`config.mk`:
```
export PLATFORM = sky130hd
export DESIGN_NAME = signed_mult_fx_pipe
export DESIGN_NICKNAME = d
export VERILOG_FILES = /design/src/rtl/signed_mult_fx_pipe.sv
export SDC_FILE = /design/constraint.sdc
export NUM_CORES = 1
export LEC_CHECK = 0
export CORE_ASPECT_RATIO = 1.5
export CORE_UTILIZATION = 50
export CTS_CLUSTER_DIAMETER = 120
export CTS_CLUSTER_SIZE = 12
export DETAILED_ROUTE_END_ITERATION = 8
export PLACE_DENSITY = 0.71
export SETUP_SLACK_MARGIN = 0.2
export SLEW_MARGIN = 20
export SYNTH_ARGS = -nofsm -noshare
export SYNTH_HDL_FRONTEND = slang
export SYNTH_SLANG_ARGS = --single-unit
```
`constraint.sdc`:
```
create_clock -name clk -period 2.6 [get_ports clk]
set_clock_uncertainty 0.2 [all_clocks]
set_input_delay 0.52 -clock clk [delete_from_list [all_inputs] [get_ports clk]]
set_output_delay 0.52 -clock clk [all_outputs]
set_load 0.1 [all_outputs]
```
`src/rtl/signed_mult_fx_pipe.sv`:
```
// signed_mult_fx_pipe: pipelined signed fixed-point multiplier with valid/ready handshakes
//   clk        rising-edge clock
//   rst_n      asynchronous active-low reset
//   in_valid   a/b valid; accepted when in_ready is high
//   in_ready   pipeline can advance this cycle
//   a, b       signed Q(WIDTH-FRAC).FRAC operands
//   out_valid  c/ovf valid; retired when out_ready is high
//   out_ready  consumer accepts c this cycle
//   c          scaled, rounded/truncated, saturated/wrapped product
//   ovf        scaled product fell outside the WIDTH-bit signed range
module signed_mult_fx_pipe #(
    parameter int WIDTH  = 16,
    parameter int FRAC   = 8,
    parameter int STAGES = 2,
    parameter int ROUND  = 1,
    parameter int SAT    = 1
) (
    input  logic                    clk,
    input  logic                    rst_n,
    input  logic                    in_valid,
    output logic                    in_ready,
    input  logic signed [WIDTH-1:0] a,
    input  logic signed [WIDTH-1:0] b,
    output logic                    out_valid,
    input  logic                    out_ready,
    output logic        [WIDTH-1:0] c,
    output logic                    ovf
);
    localparam int PW = 2 * WIDTH;
    // Half-LSB bias; zero when truncating or when there are no fraction bits to drop.
    localparam logic signed [PW-1:0] RND =
        (ROUND != 0 && FRAC > 0) ? PW'(1) << (FRAC > 0 ? FRAC - 1 : 0) : '0;

    // The bias cannot overflow PW bits: |P| <= 2^(PW-2), so P + RND stays below 2^(PW-1).
    function automatic logic [WIDTH:0] scale(input logic signed [PW-1:0] p);
        logic signed [PW-1:0] q;
        logic fits;
        q = (p + RND) >>> FRAC;
        // In range only when every bit from the result sign upward is a copy of the sign.
        fits = &q[PW-1:WIDTH-1] | ~|q[PW-1:WIDTH-1];
        return {~fits, (SAT != 0 && !fits) ? {q[PW-1], {(WIDTH-1){~q[PW-1]}}} : q[WIDTH-1:0]};
    endfunction

    logic signed [PW-1:0] prod;
    logic [STAGES-1:0] vld;

    assign prod      = PW'(a) * PW'(b);
    assign in_ready  = ~out_valid | out_ready;
    assign out_valid = vld[STAGES-1];

    // Lock-step shift: bubbles enter slot 1 whenever no transfer happens.
    always_ff @(posedge clk or negedge rst_n)
        if (!rst_n)
            vld <= '0;
        else if (in_ready)
            vld <= (vld << 1) | STAGES'(in_valid);

    if (STAGES == 1) begin : g_one
        logic [WIDTH:0] r;
        always_ff @(posedge clk or negedge rst_n)
            if (!rst_n)
                r <= '0;
            else if (in_ready)
                r <= scale(prod);
        assign {ovf, c} = r;
    end else begin : g_multi
        // Slot 1 holds the raw product; scaling happens on the way into slot 2.
        logic signed [PW-1:0] p;
        logic [WIDTH:0] r [2:STAGES];
        always_ff @(posedge clk or negedge rst_n)
            if (!rst_n) begin
                p <= '0;
                for (int i = 2; i <= STAGES; i++)
                    r[i] <= '0;
            end else if (in_ready) begin
                p    <= prod;
                r[2] <= scale(p);
                for (int i = 3; i <= STAGES; i++)
                    r[i] <= r[i-1];
            end
        assign {ovf, c} = r[STAGES];
    end
endmodule

```
* Word level (Yosys, flattened, before mapping)
Cells that the tools add are included.
** Storage, ports and cells
- Register bits :: 51
- Bits of input ports :: 36
- Output and inout bits :: 19
- Logic and storage cells :: 15
** Cells by class
- $add $sub $neg :: 1
- $mul :: 1
- Muxes and demuxes :: 1
- Bitwise gates (word level) :: 6
- Reduce and logical (&&, ||, !) cells :: 3
** Operator list (count)
- $add A32 B9 Y32 const B :: 1
- $mul A16 B16 Y32 :: 1
- $mux W16 :: 1
- $reduce_and A9 Y1 :: 1
- $reduce_or A9 Y1 :: 1
- $not A1 Y1 :: 3
- $or A1 B1 Y1 :: 2
- $or A2 B1 Y2 :: 1
- $logic_not A1 Y1 :: 1

* Longest topological paths before layout
- Depth in word-level cells :: 5
- Depth in mapped cells :: 23
- Depth with buffers taken out :: 21

* Worst setup path before layout
Ideal clock, no wire load.
- Path kind :: in2reg
- From :: input port b[1]
- To :: register g_multi.p[30]
- Setup time :: 0.095 ns
- Arrival time :: 6.233 ns
- Data required time :: 2.305 ns
- Setup slack :: -3.928 ns
- Cell stages on the path :: 23
- Path buffers :: 2
- Cells stage by stage :: clkbuf_1 -> nand2_1 -> inv_1 -> fa_1 -> fa_1 -> inv_1 -> fa_1 -> fa_1 -> inv_1 -> fa_1 -> inv_1 -> fa_1 -> inv_1 -> ha_1 -> clkbuf_1 -> a21o_1 -> a21o_1 -> a21oi_1 -> nand2_1 -> o211ai_1 -> a21boi_0 -> o21a_1 -> o31ai_1
** Between the ends
- Word-level cells in the longest chain between the ends :: 1
** RTL lines
- from (decl) :: RTL line 23 : input logic signed [WIDTH-1:0] b,
- $mul A16 B16 Y32 :: RTL line 47 : assign prod = PW'(a) * PW'(b);
- to (signal assigned) :: RTL line 76 : p <= prod;
- to (decl) :: RTL line 68 : logic signed [PW-1:0] p;
No other way between the ends.
A chain may end at the register's enable or synchronous reset.

* Worst setup path in the final report
- From :: input port b[6]
- To :: register g_multi.p[21]
The elaborated chain is that of the path after synthesis.

==> impl_metrics.yaml <==
run_status:
  status: "finished with violations"
  failed_checks: "negative setup slack"
sta:
  fin_crit_ps: 5900
  worst_pin_slew_ps: 524
  whs_ps: 6.97
  hold_viol_final: 0
  setup_violations: 41
  fmax_mhz: 169
  fin_ws_ps: -3300
  slew_viol_final: 0
  post-route-period-util_pct: 227
  slew_headroom_pct: 65.0
  rsz0062_at_grt: "true"
drt:
  finalWirelength_mm: 33.7
  dr.pass1.iters: 4
  drc: 0
  ant_nets: 0
  wl_per_cell_um: 17.5
  route.vias.total: 10200
  via_per_inst: 5.31
  drtIter0Drc: 445
placement:
  place_congestion: 0.902
  hpwl_mm: 25.2
  portBuffers: 54
clock_network:
  clk_latency_ps: 290
  clk_path_buf_depth: 2
  root_buffer: "clkbuf_16"
  path_clk_slew_ps: 60
  cts_tree: "yes"
  cts_buffers: 5
  htreeDepth: 2
  cts.sinks: 44
logic_synthesis:
  postSynth.asyncResetShare_pct: 100
  ys_warn_count: 0
  synth_area_leaders: "fa_1 (44%), inv_1 (9.5%), dfrtp_1 (9.2%)"
  netlist.area_leader.share_pct: 43.7
  synth_seq_cells: 44
  netlist_area_um2: 12000
  synth_cell_types: 58
  yosysSeqAreaShare_pct: 9.21
  synth-main-ff-cell: "dfrtp_1"
  yosysMostFrequentCell: "inv_1"
  synth_edf_count: 0
  synth_nets: 1685
  avgSynthCellArea_um2: 9.14
  syn_inst: 1308
  synth_area_leader_cell: "fa_1"
  synthTopCellsByCount: "inv_1 (302), fa_1 (261), nand2_1 (157)"
worst_setup_path:
  critPathTopFamily: "adder cells"
  cp-endpoint: "g_multi.p[21]"
  arrival_ps: 5860
  crit_start: "b[6]"
  critical_path_class: "input pin to flip-flop"
  crit_buf_inv: 9
  worstPathRequired_ps: 2560
  critical_path_depth: 25
  r2r_cells: 9
  cp-end-kind: "flip-flop"
  critPathSlowestCell: "fa_1"
  timing.rr.start: "g_multi.p[10]"
  rrSetupSlack_ps: -130
  critPathLaunchType: "input pin"
  cp_slowest_stage_delay_ps: 550
  critPathMaxFanout: 3
  worstReg2RegEnd: "g_multi.r[5]"
global_route:
  grt_usage_pct: 28.4
  grt_overflow_total: 0
  grt_max_degree: 41
  grt_pass1_vias: 11500
  grt_pass1_wl_mm: 53.7
  antenna_found_initial: 0
floorplanning:
  die_w_um: 128
  fp.coreArea_um2: 23200
  chipHeight_um: 191
  start_util_pct: 51.5
  io_pins: 55
  fp.dieArea_um2: 24500
  rows: 68
layout:
  syn2layout_area_growth_pct: 37.1
  num-nets-final: 1980
  diodes: 0
  drive_gt1_share_pct: 36.5
min_path:
  hold_class: "input pin to asynchronous set/reset pin"
run:
  maxCapViolations: 0
-- cell type report --
| cell class | count | area (µm²) |
|---|---|---|
| flip-flops and latches | 44 | 1100 |
| repair buffers | 335 | 3110 |
| fillers | 1602 | 6830 |
| inverters | 302 | 1140 |
| clock inverters | 2 | 10.0 |
| multi-input cells | 915 | 10500 |
| well taps | 315 | 394 |
| clock buffers | 6 | 139 |
-- through the flow --
step	instances	util [%]	TNS [ps]	setup slack, ps	cell area (µm²)
after global routing	1919	70.6	-79570	-3460	16400
after CTS	1900	68.3	-73030	-3360	15900
after floorplan	1308	-	-66590	-3380	12600
after global placement	1828	62.8	-89310	-3980	14600
final	1919	70.6	-74180	-3300	16400
after detailed placement	1828	62.8	-91200	-4090	14600
-- worst reg2reg max path, stage by stage, from the launching register on --
cell,delay [ps]
dfrtp_1,360
and4_4,250
buf_6,110
nand4_4,130
nor2_4,150
mux2_4,310
o31a_1,270
or4_4,490
a21oi_4,220
a211oi_1,110
-- what timing repair did --
action / 4_1_cts / 5_1_grt
endpoints found under the setup margin: 41 / 41
hold buffers: 0 / 0
resized for setup: 298 / 124
pin swaps: 141 / 103
buffers inserted: 52 / 19
cloned: 12 / 0
-- metal layers --
metal / wire [µm] / part of all wire, % / GRT usage (%) / up-vias
met4: 2680 / 8.0 / 18.1 / 0
li1: - / - / - / 4511
met1: 10900 / 32 / 28.4 / 5210
met5: 0 / 0 / 0 / -
met2: 19100 / 57 / 55.3 / 292
met3: 1040 / 3.1 / 2.49 / 178
-- logic make-up (layout without fill, tap and decap cells) --
kind of cell | after synthesis | in the layout | share of synthesized area [%]
fa+ha+maj | 341 | 341 | 52.1
compound gates | 113 | 113 | 5.99
flops | 44 | 44 | 9.21
mux | 4 | 4 | 0.377
simple gates | 410 | 411 | 17.6
xor+xnor | 46 | 46 | 3.37
buf+inv | 350 | 645 | 11.3
-- state kept, by name, indices dropped and copies added, names as in the netlist --
name,flops
g_multi.r,17
vld,2
g_multi.p,25
-- how the worst min path moves through the flow --
| stage | cells past startpoint | to |
|---|---|---|
| detailed placement | 2 | vld[0] |
| global route | 1 | g_multi.r[1] |
| global placement | 2 | vld[0] |
| floorplan | 0 | g_multi.p[10] |
| CTS | 1 | g_multi.r[3] |
| finish | 1 | g_multi.r[2] |
-- layout by cell type (no fill, tap or decap), types with 36 or more instances in the layout --
master	instances
inv_1	265
fa_1	229
buf_4	209
nand2_1	137
and2_1	92
buf_6	87
ha_1	56
dfrtp_1	43
nor2_1	38
and2_4	36
inv_2	36
Power is not shown: default switching activity piles up to over one toggle a cycle in this logic, so the estimate is an artifact.
